`src/rtl/reg_file_pkg.sv`:
```
// rtl/reg_file_pkg.sv - shared types and default sizes for the 2R1W register file
package reg_file_pkg;

    localparam int DEF_DATA_W = 18;
    localparam int DEF_ADDR_W = 4;

    typedef enum logic [1:0] {
        IDLE  = 2'd0,
        CLEAR = 2'd1,
        DONE  = 2'd2
    } clr_state_t;

endpackage

```
`src/rtl/reg_file_if.sv`:
```
// rtl/reg_file_if.sv - read, write and bulk-clear signal bundle for the register file
interface reg_file_if
    import reg_file_pkg::*;
#(
    parameter int DATA_W = DEF_DATA_W,
    parameter int ADDR_W = DEF_ADDR_W
);

    logic [ADDR_W-1:0] rd_addr_a;
    logic [DATA_W-1:0] rd_data_a;
    logic [ADDR_W-1:0] rd_addr_b;
    logic [DATA_W-1:0] rd_data_b;
    logic              wr_en;
    logic [ADDR_W-1:0] wr_addr;
    logic [DATA_W-1:0] wr_data;
    logic              wr_ready;
    logic              clr_req;
    logic              clr_busy;
    logic              clr_done;

    modport master (
        output rd_addr_a, rd_addr_b, wr_en, wr_addr, wr_data, clr_req,
        input  rd_data_a, rd_data_b, wr_ready, clr_busy, clr_done
    );

    modport slave (
        input  rd_addr_a, rd_addr_b, wr_en, wr_addr, wr_data, clr_req,
        output rd_data_a, rd_data_b, wr_ready, clr_busy, clr_done
    );

endinterface

```
`src/rtl/reg_file_clear_seq.sv`:
```
// rtl/reg_file_clear_seq.sv - bulk-clear sequencer walking every register once
module reg_file_clear_seq
    import reg_file_pkg::*;
#(
    parameter int ADDR_W = DEF_ADDR_W
) (
    input  logic              clk,
    input  logic              rst,
    input  logic              clr_req,
    output logic              clr_we,
    output logic [ADDR_W-1:0] clr_addr,
    output logic              clr_busy,
    output logic              clr_done
);

    // Last register index is all ones, so the pointer stops there and never wraps.
    localparam logic [ADDR_W-1:0] LAST_ADDR = '1;

    clr_state_t        state;
    clr_state_t        state_nxt;
    logic [ADDR_W-1:0] ptr;
    logic [ADDR_W-1:0] ptr_nxt;

    // State and pointer registers; reset aborts any sequence in flight.
    always_ff @(posedge clk or posedge rst) begin
        if (rst) begin
            state <= IDLE;
            ptr   <= '0;
        end else begin
            state <= state_nxt;
            ptr   <= ptr_nxt;
        end
    end

    // Next-state logic: one register cleared per CLEAR cycle, then a one-cycle DONE.
    always_comb begin
        state_nxt = state;
        ptr_nxt   = ptr;
        clr_we    = 1'b0;
        clr_done  = 1'b0;
        case (state)
            IDLE: begin
                if (clr_req) begin
                    state_nxt = CLEAR;
                    ptr_nxt   = '0;
                end
            end
            CLEAR: begin
                clr_we = 1'b1;
                if (ptr == LAST_ADDR) begin
                    state_nxt = DONE;
                end else begin
                    ptr_nxt = ptr + 1'b1;
                end
            end
            DONE: begin
                clr_done  = 1'b1;
                state_nxt = IDLE;
            end
            default: state_nxt = IDLE;
        endcase
    end

    assign clr_addr = ptr;
    assign clr_busy = (state != IDLE);

endmodule

```
`src/rtl/reg_file_2r1w.sv`:
```
// rtl/reg_file_2r1w.sv - two-read one-write register file with bypass, zero register and bulk clear
module reg_file_2r1w
    import reg_file_pkg::*;
#(
    parameter int DATA_W   = DEF_DATA_W,
    parameter int ADDR_W   = DEF_ADDR_W,
    parameter bit ZERO_REG = 1'b1,
    parameter bit BYPASS   = 1'b1
) (
    input  logic  clk,
    input  logic  rst,
    reg_file_if.slave bus
);

    localparam int NUM_REGS = 1 << ADDR_W;

    logic [DATA_W-1:0] mem [NUM_REGS];
    logic              clr_we;
    logic [ADDR_W-1:0] clr_addr;
    logic              clr_busy;
    logic              wr_fire;
    logic              wr_to_zero;

    reg_file_clear_seq #(
        .ADDR_W (ADDR_W)
    ) u_clear_seq (
        .clk      (clk),
        .rst      (rst),
        .clr_req  (bus.clr_req),
        .clr_we   (clr_we),
        .clr_addr (clr_addr),
        .clr_busy (clr_busy),
        .clr_done (bus.clr_done)
    );

    assign bus.clr_busy = clr_busy;
    assign bus.wr_ready = !clr_busy;
    assign wr_fire      = bus.wr_en && !clr_busy;
    assign wr_to_zero   = ZERO_REG && (bus.wr_addr == '0);

    // Storage update: the clear sequencer wins; user writes only land when accepted.
    always_ff @(posedge clk or posedge rst) begin
        if (rst) begin
            for (int i = 0; i < NUM_REGS; i++) begin
                mem[i] <= '0;
            end
        end else if (clr_we) begin
            mem[clr_addr] <= '0;
        end else if (wr_fire && !wr_to_zero) begin
            mem[bus.wr_addr] <= bus.wr_data;
        end
    end

    // Port A read: storage, then same-cycle write forwarding, then zero-register override.
    always_comb begin
        bus.rd_data_a = mem[bus.rd_addr_a];
        if (BYPASS && wr_fire && (bus.wr_addr == bus.rd_addr_a)) begin
            bus.rd_data_a = bus.wr_data;
        end
        if (ZERO_REG && (bus.rd_addr_a == '0)) begin
            bus.rd_data_a = '0;
        end
    end

    // Port B read: same selection as port A.
    always_comb begin
        bus.rd_data_b = mem[bus.rd_addr_b];
        if (BYPASS && wr_fire && (bus.wr_addr == bus.rd_addr_b)) begin
            bus.rd_data_b = bus.wr_data;
        end
        if (ZERO_REG && (bus.rd_addr_b == '0)) begin
            bus.rd_data_b = '0;
        end
    end

endmodule

```
`src/flat_wrapper.sv`:
```
// flat-port wrapper written by rule: the top's interface ports become plain ports
module reg_file_2r1w_flat import reg_file_pkg::*;
#(
    parameter int DATA_W   = DEF_DATA_W,
    parameter int ADDR_W   = DEF_ADDR_W,
    parameter bit ZERO_REG = 1'b1,
    parameter bit BYPASS   = 1'b1
)
  (clk, rst, bus_rd_addr_a, bus_rd_addr_b, bus_wr_en, bus_wr_addr, bus_wr_data, bus_clr_req, bus_rd_data_a, bus_rd_data_b, bus_wr_ready, bus_clr_busy, bus_clr_done);
  reg_file_if #(.DATA_W(DATA_W), .ADDR_W(ADDR_W)) bus_i ();
  input  logic clk;
  input  logic rst;
  input wire logic [$bits(bus_i.rd_addr_a)-1:0] bus_rd_addr_a;
  input wire logic [$bits(bus_i.rd_addr_b)-1:0] bus_rd_addr_b;
  input wire logic [$bits(bus_i.wr_en)-1:0] bus_wr_en;
  input wire logic [$bits(bus_i.wr_addr)-1:0] bus_wr_addr;
  input wire logic [$bits(bus_i.wr_data)-1:0] bus_wr_data;
  input wire logic [$bits(bus_i.clr_req)-1:0] bus_clr_req;
  output wire logic [$bits(bus_i.rd_data_a)-1:0] bus_rd_data_a;
  output wire logic [$bits(bus_i.rd_data_b)-1:0] bus_rd_data_b;
  output wire logic [$bits(bus_i.wr_ready)-1:0] bus_wr_ready;
  output wire logic [$bits(bus_i.clr_busy)-1:0] bus_clr_busy;
  output wire logic [$bits(bus_i.clr_done)-1:0] bus_clr_done;
  assign bus_i.rd_addr_a = bus_rd_addr_a;
  assign bus_i.rd_addr_b = bus_rd_addr_b;
  assign bus_i.wr_en = bus_wr_en;
  assign bus_i.wr_addr = bus_wr_addr;
  assign bus_i.wr_data = bus_wr_data;
  assign bus_i.clr_req = bus_clr_req;
  assign bus_rd_data_a = bus_i.rd_data_a;
  assign bus_rd_data_b = bus_i.rd_data_b;
  assign bus_wr_ready = bus_i.wr_ready;
  assign bus_clr_busy = bus_i.clr_busy;
  assign bus_clr_done = bus_i.clr_done;
  reg_file_2r1w #(.DATA_W(DATA_W), .ADDR_W(ADDR_W), .ZERO_REG(ZERO_REG), .BYPASS(BYPASS)) u_core (.clk(clk), .rst(rst), .bus(bus_i));
endmodule
```
`config.mk`:
```
export PLATFORM = sky130hd
export DESIGN_NAME = reg_file_2r1w_flat
export DESIGN_NICKNAME = d
export VERILOG_FILES = /design/src/rtl/reg_file_pkg.sv /design/src/rtl/reg_file_if.sv /design/src/rtl/reg_file_clear_seq.sv /design/src/rtl/reg_file_2r1w.sv /design/src/flat_wrapper.sv
export SDC_FILE = /design/constraint.sdc
export NUM_CORES = 1
export LEC_CHECK = 0
export BUFFER_PORTS_ARGS = -buffer_cell sky130_fd_sc_hd__buf_2
export CAP_MARGIN = 20
export CORE_ASPECT_RATIO = 0.9
export CORE_MARGIN = 4
export CORE_UTILIZATION = 41
export CTS_CLUSTER_SIZE = 28
export DETAILED_ROUTE_END_ITERATION = 8
export SYNTH_ARGS = -nofsm -noshare
export SYNTH_HDL_FRONTEND = slang
export SYNTH_HIERARCHICAL = 1
export SYNTH_SLANG_ARGS = --single-unit
```
`constraint.sdc`:
```
create_clock -name clk -period 9.8 [get_ports clk]
set_input_delay 1.47 -clock clk [delete_from_list [all_inputs] [get_ports clk]]
set_output_delay 1.47 -clock clk [all_outputs]
set_load 0.01 [all_outputs]
```
; After elaboration in Yosys (flattened, before gate mapping)
; Index checks and enable logic that the tools add are counted.
[word_totals]
reg_bits = 294
[classes]
n_addsub = 1
n_lt_le_gt_ge = 6
eq_ne = 8
mux = 25
bitwise = 6
n_reduce_logical = 17
[ops]
columns = operator, count
row1 = $mux W288, 2
row2 = $and A288 B288 Y288, 1
row3 = $bwmux W288, 1
row4 = $not A288 Y288, 1
row5 = $mux W18, 10
row6 = $bmux W18 S4, 2
row7 = $demux W18 S4, 2
row8 = $ge A5 B5 Y1 const B, 4
row9 = $not A4 Y5, 4
row10 = $logic_not A4 Y1, 3
row11 = $lt A5 B1 Y1 const B, 2
row12 = $eq A4 B4 Y1, 2
row13 = $mux W4, 2
row14 = $pmux W4 S2, 1
row15 = $logic_and A1 B1 Y1, 6
row16 = $ne A2 B2 Y1 const B, 3
row17 = $reduce_bool A2 Y1, 3
row18 = $add A4 B1 Y4 const B, 1
row19 = $eq A4 B4 Y1 const B, 1
row20 = $mux W2, 2
row21 = $pmux W2 S2, 1
row22 = $reduce_and A3 Y1, 1
row23 = $eq A2 B1 Y1 const B, 1
row24 = $eq A2 B2 Y1 const B, 1
row25 = 4 further kinds, 6

; Depth between registers and ports, before layout
; Gate-level depths: netlist of run 1.
[depth]
depth_word = 8
ltp_mapped = 8
mapped_depth_nobuf = 5

; By module
; The synthesis of run 1 kept the hierarchy.
[modules_own_cells]
columns = mod, n_inst, cells_each, area_per_inst_um2, seq_area_each_um2
row1 = reg_file_2r1w, 1, 1238, 15402.3, 7206.9
row2 = reg_file_clear_seq, 1, 28, 294.0, 150.1

; Least setup slack after synthesis of run 1
; Ideal clock, no wire load.
[synth_timing]
path_type = input to output
start = in bus_rd_addr_b[1]
end = out bus_rd_data_b[11]
t_arrival_ps = 3015
required_ps = 8330
path_slack_ps = 5315
stages = 7
path_cell_list = clkbuf_1 -> xnor2_1 -> nand3_1 -> or2_2 -> clkbuf_1 -> clkbuf_1 -> a31oi_1
[synth_via]
elab_chain_cells = 6
elab_cells_between_ends = 9
cone_classes = eq/ne (1) / mux (5) / bitwise (1) / reduce/logical (2)
[synth_lines]
columns = element, line_no
row1 = from (decl), flat_wrapper.sv:14  ; input wire logic [$bits(bus_i.rd_addr_b)-1:0] bus_rd_addr_b;
row2 = $not A4 Y5 (implied by the code), reg_file_2r1w.sv:67  ; bus.rd_data_b = mem[bus.rd_addr_b];
row3 = $bmux W18 S4, reg_file_2r1w.sv:67
row4 = $mux W18 (implied by the code) (2 in a row), reg_file_2r1w.sv:67
row5 = $mux W18, reg_file_2r1w.sv:68  ; if (BYPASS && wr_fire && (bus.wr_addr == bus.rd_addr_b)) begin
row6 = $mux W18 *, reg_file_2r1w.sv:71  ; if (ZERO_REG && (bus.rd_addr_b == '0)) begin
row7 = to (decl), flat_wrapper.sv:20  ; output wire logic [$bits(bus_i.rd_data_b)-1:0] bus_rd_data_b;
; Mark *: on every way between the ends. The rest lies on a longest branch, timed or not. The select of a mux whose other input is x is not followed.

; Final worst setup path of run 1
[layout_timing]
start = in bus_rd_addr_b[2]
end = out bus_rd_data_b[17]
; The elaborated chain is that of the path after synthesis.

==> impl_metrics.yaml, run 1 <==
route:
  viasPerCell: 6.89
  dr.pass1.iters: 6
  num_vias: 12100
  wl_um: 51300
  antenna_left: 0
  drc: 0
  drt_iter0_drc: 1387
  routedWlPerCell_um: 29.1
sta:
  slew_viol_final: 0
  tns_ns: 0
  finClkSkew_ns: 0.0170
  hold_slack_ns: 0.511
  hold_viol: 0
  rsz0062_at_grt: "false"
  fin_crit_sh: 0.592
  slew_headroom: 0.183
  worst_pin_slew_ns: 1.23
  max_freq_mhz: 172
  finalSetupViolCount: 0
  fin_crit_ns: 5.80
floorplanning:
  pin_count: 73
  initial_core_util: 0.418
  die_w_um: 214
  rows: 67
  design.core.area_sq_mm: 0.0376
  die_h_um: 194
  die_area_sq_mm: 0.0415
yosys:
  synthTopCellsByArea: "dfrtp_1 47%, a22o_1 15%, mux4_2 10%"
  synthFlopType: "dfrtp_1"
  yosysTopAreaCell: "dfrtp_1"
  synth_edf_count: 0
  netlist_instances: 1266
  syn-mean-instance-area_sq_um: 12.4
  yosysMostFrequentCell: "dfrtp_1"
  synth_top_area_share: 0.469
  yosysWarnings: 6
  synth_fp_nets: 1301
  ys_types: 45
  syn_area_sq_mm: 0.0157
  synth.ff_latch_count: 294
  synthArstFlopShare: 1.00
  synthTopCellsByCount: "294 x dfrtp_1, 271 x a22o_1, 144 x mux2i_1"
  yosysSeqAreaShare: 0.469
clock_network:
  clk_pin_slew_ns: 0.06
  cts_tree: "built"
  clkLatencyLatePin_ns: 0.53
  clock_path_buffers: 3
  cts_sinks: 294
  cts_resized: 0
  h-tree-depth: 2
  cts_setup_buffers: 0
  cts_inserted_buffers: 35
  clockRootBuffer: "clkbuf_16"
  postCtsHoldBufs: 0
placed_design:
  port_buffers: 72
  gp_congestion: 0.954
  dpl.hpwl_um: 33000
power:
  ir_drop_uv: 138
  power_density_mw_per_mm2: 188
  p_total_w: 0.00328
  p_leak_nw: 7.73
critical_path:
  crit_required_ns: 8.33
  reg2reg_depth: 6
  critPathArrivalTime_ns: 4.33
  path_buf_inv: 3
  critPathCaptureType: "primary output"
  cp_slowest_cell: "or3_1"
  crit_path_cell_trace: "buf_2 > buf_4 > or3_1 > or2_2 > o31ai_1 > a31oi_1 > buf_2"
  cp_max_fo: 41
  crit_family: "simple AND/OR/NAND/NOR gates"
  crit_type: "primary input to primary output"
  critPathMaxStageDelay_ns: 0.87
  worst-path-stages: 7
  worstSetupStartpointType: "primary input"
  crit_top_cell: "buf_2"
worst_hold_path:
  hold_class: "register to register"
  hold_depth: 1
flow_run:
  max-cap-violations: 0
grt:
  grt_max_degree: 105
  grt_pass1_vias: 11900
  grt_pass1_wl_um: 79500
  globalRouteTotalUtil: 0.242
  grt_overflow_total: 0
  antenna_found_initial: 0
cells_and_area:
  num_antenna_cells: 0
  num-fill-cells: 3375
  fin_util: 0.464
  syn_to_final_growth_pct: 10.9
  drive_gt1_frac: 0.211
  nets: 1287
run_status:
  outcome: "completed"
routing by layer:
| layer | vias up | GRT usage | part of all wire |
|---|---|---|---|
| li1 | 5044 | - | - |
| met1 | 6320 | 0.374 | 0.45 |
| met2 | 655 | 0.346 | 0.43 |
| met3 | 101 | 0.0564 | 0.095 |
| met4 | 0 | 0.0564 | 0.026 |
| met5 | - | 0 | 0 |
path summary, 6_finish.rpt:
kind,start,end,slack [ns]
min in group asynchronous,rst,u_core/u_clear_seq/clr_addr[2]$_DFFE_PP0P_,0.92
worst max register to register,u_core/u_clear_seq/state[0]$_DFFE_PP0P_,u_core/mem[151]$_DFFE_PP0P_,6.79
max in group asynchronous,rst,u_core/mem[220]$_DFFE_PP0P_,6.85
worst min register to register,u_core/mem[287]$_DFFE_PP0P_,u_core/mem[287]$_DFFE_PP0P_,0.51
worst max-delay path,bus_rd_addr_b[2],bus_rd_data_b[17],4.00
worst min-delay path,u_core/mem[287]$_DFFE_PP0P_,u_core/mem[287]$_DFFE_PP0P_,0.51
stage by stage:
| stage | instance area, sq um | setup WS [ns] | instances |
|---|---|---|---|
| 2_1_floorplan | 15700 | 0.381 | 1266 |
| 3_3_place_gp | 16200 | 4.13 | 1693 |
| 3_5_place_dp | 16200 | 4.03 | 1693 |
| 4_1_cts | 17300 | 4.02 | 1755 |
| 5_1_grt | 17400 | 3.88 | 1760 |
| 6_report | 17400 | 4.00 | 1760 |
worst register-to-register path, delay by kind of cell (launching register included):
kind,cells,cell delay [ns]
and+or+nand+nor,3,1.14
buffers and inverters,1,0.24
AOI/OAI and AO/OA,2,1.18
DFF,1,0.39
cell type report:
cell class | count | area [sq um] | share of cell area
Sequential cell | 294 | 7360 | 0.423
Multi-Input combinational cell | 813 | 7680 | 0.441
Inverter | 5 | 26.3 | 0.00151
Timing Repair Buffer | 103 | 641 | 0.0368
Clock buffer | 50 | 1030 | 0.0593
Clock inverter | 12 | 73.8 | 0.00424
Tap cell | 483 | 604 | 0.0347
report_power, final:
group,internal (W),switching [W],total [W]
Clock,0.000734,0.000520,0.00125
Combinational,0.000231,0.000405,0.000637
Sequential,0.00130,0.0000874,0.00139
placed cells by master (no fill, tap or decap), types with 2 or more instances in the layout:
master,count
xnor2_1,9
nand3b_1,3
or2_2,5
a21oi_2,4
nand2_1,4
a31oi_1,35
mux2_2,2
mux2i_1,144
a31oi_2,4
inv_6,3
inv_1,4
o31ai_1,36
nand4bb_1,2
nor4_4,3
buf_6,2
clkbuf_1,5
a22o_1,271
clkbuf_8,10
a21oi_4,2
nor2_2,9
nor2_1,6
or3b_2,4
o22ai_1,72
nor2b_1,8
clkinv_2,8
and2_1,18
buf_8,2
buf_4,28
a21oi_1,8
clkbuf_16,35
dfrtp_1,294
nand3_1,39
or3b_1,2
mux4_2,72
a211oi_1,36
or3_1,3
buf_2,70
state kept, by name, summed over array words and instances, names as in the netlist:
| signal | cells |
|---|---|
| u_core/u_clear_seq/state | 2 |
| u_core/u_clear_seq/clr_addr | 4 |
| u_core/mem | 288 |
cell families after synthesis:
family,after synthesis,share of synthesized area
and+or+nand+nor,115,0.0475
adders and majority gates,1,0.000797
DFF,294,0.469
xor gates and xnor gates,9,0.00502
buffers and inverters,159,0.0433
AOI/OAI and AO/OA,470,0.238
muxes,218,0.197
Note: power is estimated with default switching activity, not from simulation.
==> run 2, diff against run 1 <==
==> constraint.sdc (replaced) <==
create_clock -name clk -period 5.7 [get_ports clk]
set_input_delay 0.855 -clock clk [delete_from_list [all_inputs] [get_ports clk]]
set_output_delay 0.855 -clock clk [all_outputs]
set_load 0.01 [all_outputs]
==> run 2 against run 1 <==
Cell area grew 0.20%; setup slack lost 2.6 ns; first-iteration DRC count shrank 5.0%; combinational power grew 74%; via count shrank 0.13%; sequential share of layout area shrank 0.085 points; core utilization grew 0.093 points; worst hold slack lost 0.22 ns; sequential power grew 72%; largest power group unchanged.
==> impl_metrics.yaml, run 2 (same netlist as run 1, synthesis figures left out) <==
route:
  routedWlPerCell_um: 29.1
  drt_iter0_drc: 1317
  antenna_left: 0
  num_vias: 12100
  wl_um: 51200
  viasPerCell: 6.87
  drc: 0
  dr.pass1.iters: 5
critical_path:
  critPathCaptureType: "primary output"
  crit_type: "primary input to primary output"
  crit_path_cell_trace: "buf_2 > buf_4 > xnor2_1 > nand3_1 > buf_4 > or2_2 > a31oi_1 > buf_2"
  crit_required_ns: 4.85
  critPathMaxStageDelay_ns: 0.55
  worstSetupStartpointType: "primary input"
  cp_max_fo: 25
  critPathArrivalTime_ns: 3.49
  cp_slowest_cell: "buf_4"
sta:
  worst_pin_slew_ns: 1.08
  tns_ns: 0
  fin_crit_sh: 0.762
  max_freq_mhz: 230
  finalSetupViolCount: 0
  hold_viol: 0
  finClkSkew_ns: 0.0125
  slew_headroom: 0.280
  rsz0062_at_grt: "false"
  slew_viol_final: 0
  fin_crit_ns: 4.34
  setup_ws_ns: 1.36
power:
  ir_drop_uv: 162
  p_leak_nw: 7.73
  power_density_mw_per_mm2: 321
worst_hold_path:
  hold_class: "primary input to async pin"
clock_network:
  clkLatencyLatePin_ns: 0.51
  cts_tree: "built"
  cts_inserted_buffers: 34
  cts_setup_buffers: 0
  h-tree-depth: 2
  clock_path_buffers: 3
  clk_pin_slew_ns: 0.05
  cts_resized: 0
  cts_sinks: 294
  postCtsHoldBufs: 0
  clockRootBuffer: "clkbuf_16"
floorplanning:
  design.core.area_sq_mm: 0.0376
  die_h_um: 194
  die_area_sq_mm: 0.0415
  die_w_um: 214
  pin_count: 73
  rows: 67
  initial_core_util: 0.418
cells_and_area:
  final_common_cell: "dfrtp_1"
  largest_reg_flops: 288
  num_antenna_cells: 0
  num-fill-cells: 3352
  final_cell_mix: "294 x dfrtp_1, 271 x a22o_1, 144 x mux2i_1, 72 x mux4_2, 72 x o22ai_1"
  syn_to_final_growth_pct: 11.2
  multi_input_area_sq_mm: 0.00768
  seq_area_sq_mm: 0.00736
  nets: 1292
  drive_gt1_frac: 0.209
  regMostFlops: "u_core/mem"
grt:
  grt_max_degree: 141
  grt_pass1_vias: 11900
  globalRouteTotalUtil: 0.241
  grt_overflow_total: 0
  antenna_found_initial: 2
  grt_pass1_wl_um: 79100
placed_design:
  gp_congestion: 1.01
  dpl.hpwl_um: 33600
  port_buffers: 72
  dp_slack_ns: 1.41
run_status:
  outcome: "completed"
flow_run:
  max-cap-violations: 0
-- run 2: final cells by class --
class | instances | area share
clock buffers | 50 | 0.0563
clock inverters | 8 | 0.00423
inverters | 5 | 0.00129
multi-input cells | 813 | 0.440
flip-flops and latches | 294 | 0.422
well taps | 483 | 0.0346
repair buffers | 109 | 0.0418
-- run 2: report_power, final --
| part | switching, W | internal (W) |
|---|---|---|
| Clock | 0.000854 | 0.00124 |
| Combinational | 0.000702 | 0.000410 |
| Sequential | 0.000153 | 0.00224 |
| Total | 0.00171 | 0.00389 |
-- run 2: through the flow --
step | instance area (sq um) | util | power (W) | hold slack, ns | instances
after floorplan | 15700 | - | 0.00313 | 0.475 | 1266
after global placement | 16300 | 0.434 | 0.00347 | 0.493 | 1696
after detailed placement | 16400 | 0.435 | 0.00350 | 0.493 | 1701
after CTS | 17400 | 0.464 | 0.00561 | 0.284 | 1759
after global routing | 17400 | 0.465 | 0.00580 | 0.314 | 1762
final | 17400 | 0.465 | 0.00560 | 0.289 | 1762
-- run 2: final timing paths --
check	slack, ns	startpoint	end	depth (start not counted)
worst max-delay path	1.36	bus_rd_addr_a[2]	bus_rd_data_a[9]	8
worst min-delay path	0.29	rst	u_core/u_clear_seq/clr_addr[0]$_DFFE_PP0P_	2
worst max register to register	2.75	u_core/u_clear_seq/state[0]$_DFFE_PP0P_	u_core/mem[3]$_DFFE_PP0P_	6
worst min register to register	0.51	u_core/mem[279]$_DFFE_PP0P_	u_core/mem[279]$_DFFE_PP0P_	1
max in group asynchronous	4.10	rst	u_core/mem[146]$_DFFE_PP0P_	3
min in group clk	0.51	u_core/mem[279]$_DFFE_PP0P_	u_core/mem[279]$_DFFE_PP0P_	1
-- run 2: layer usage --
metal	part of all wire	routed length, um	track usage	up-vias
li1	-	-	-	5049
met3	0.086	4430	0.0511	106
met2	0.44	22400	0.349	638
met4	0.029	1500	0.0701	4
met5	0.00053	27	0	-
met1	0.45	22900	0.366	6307
-- run 2: worst max-delay path: cells and delay by family --
| kind | cells | cell delay [ns] |
|---|---|---|
| buffers and inverters | 4 | 1.43 |
| AOI/OAI and AO/OA | 1 | 0.43 |
| and+or+nand+nor | 2 | 0.56 |
| xor gates and xnor gates | 1 | 0.18 |
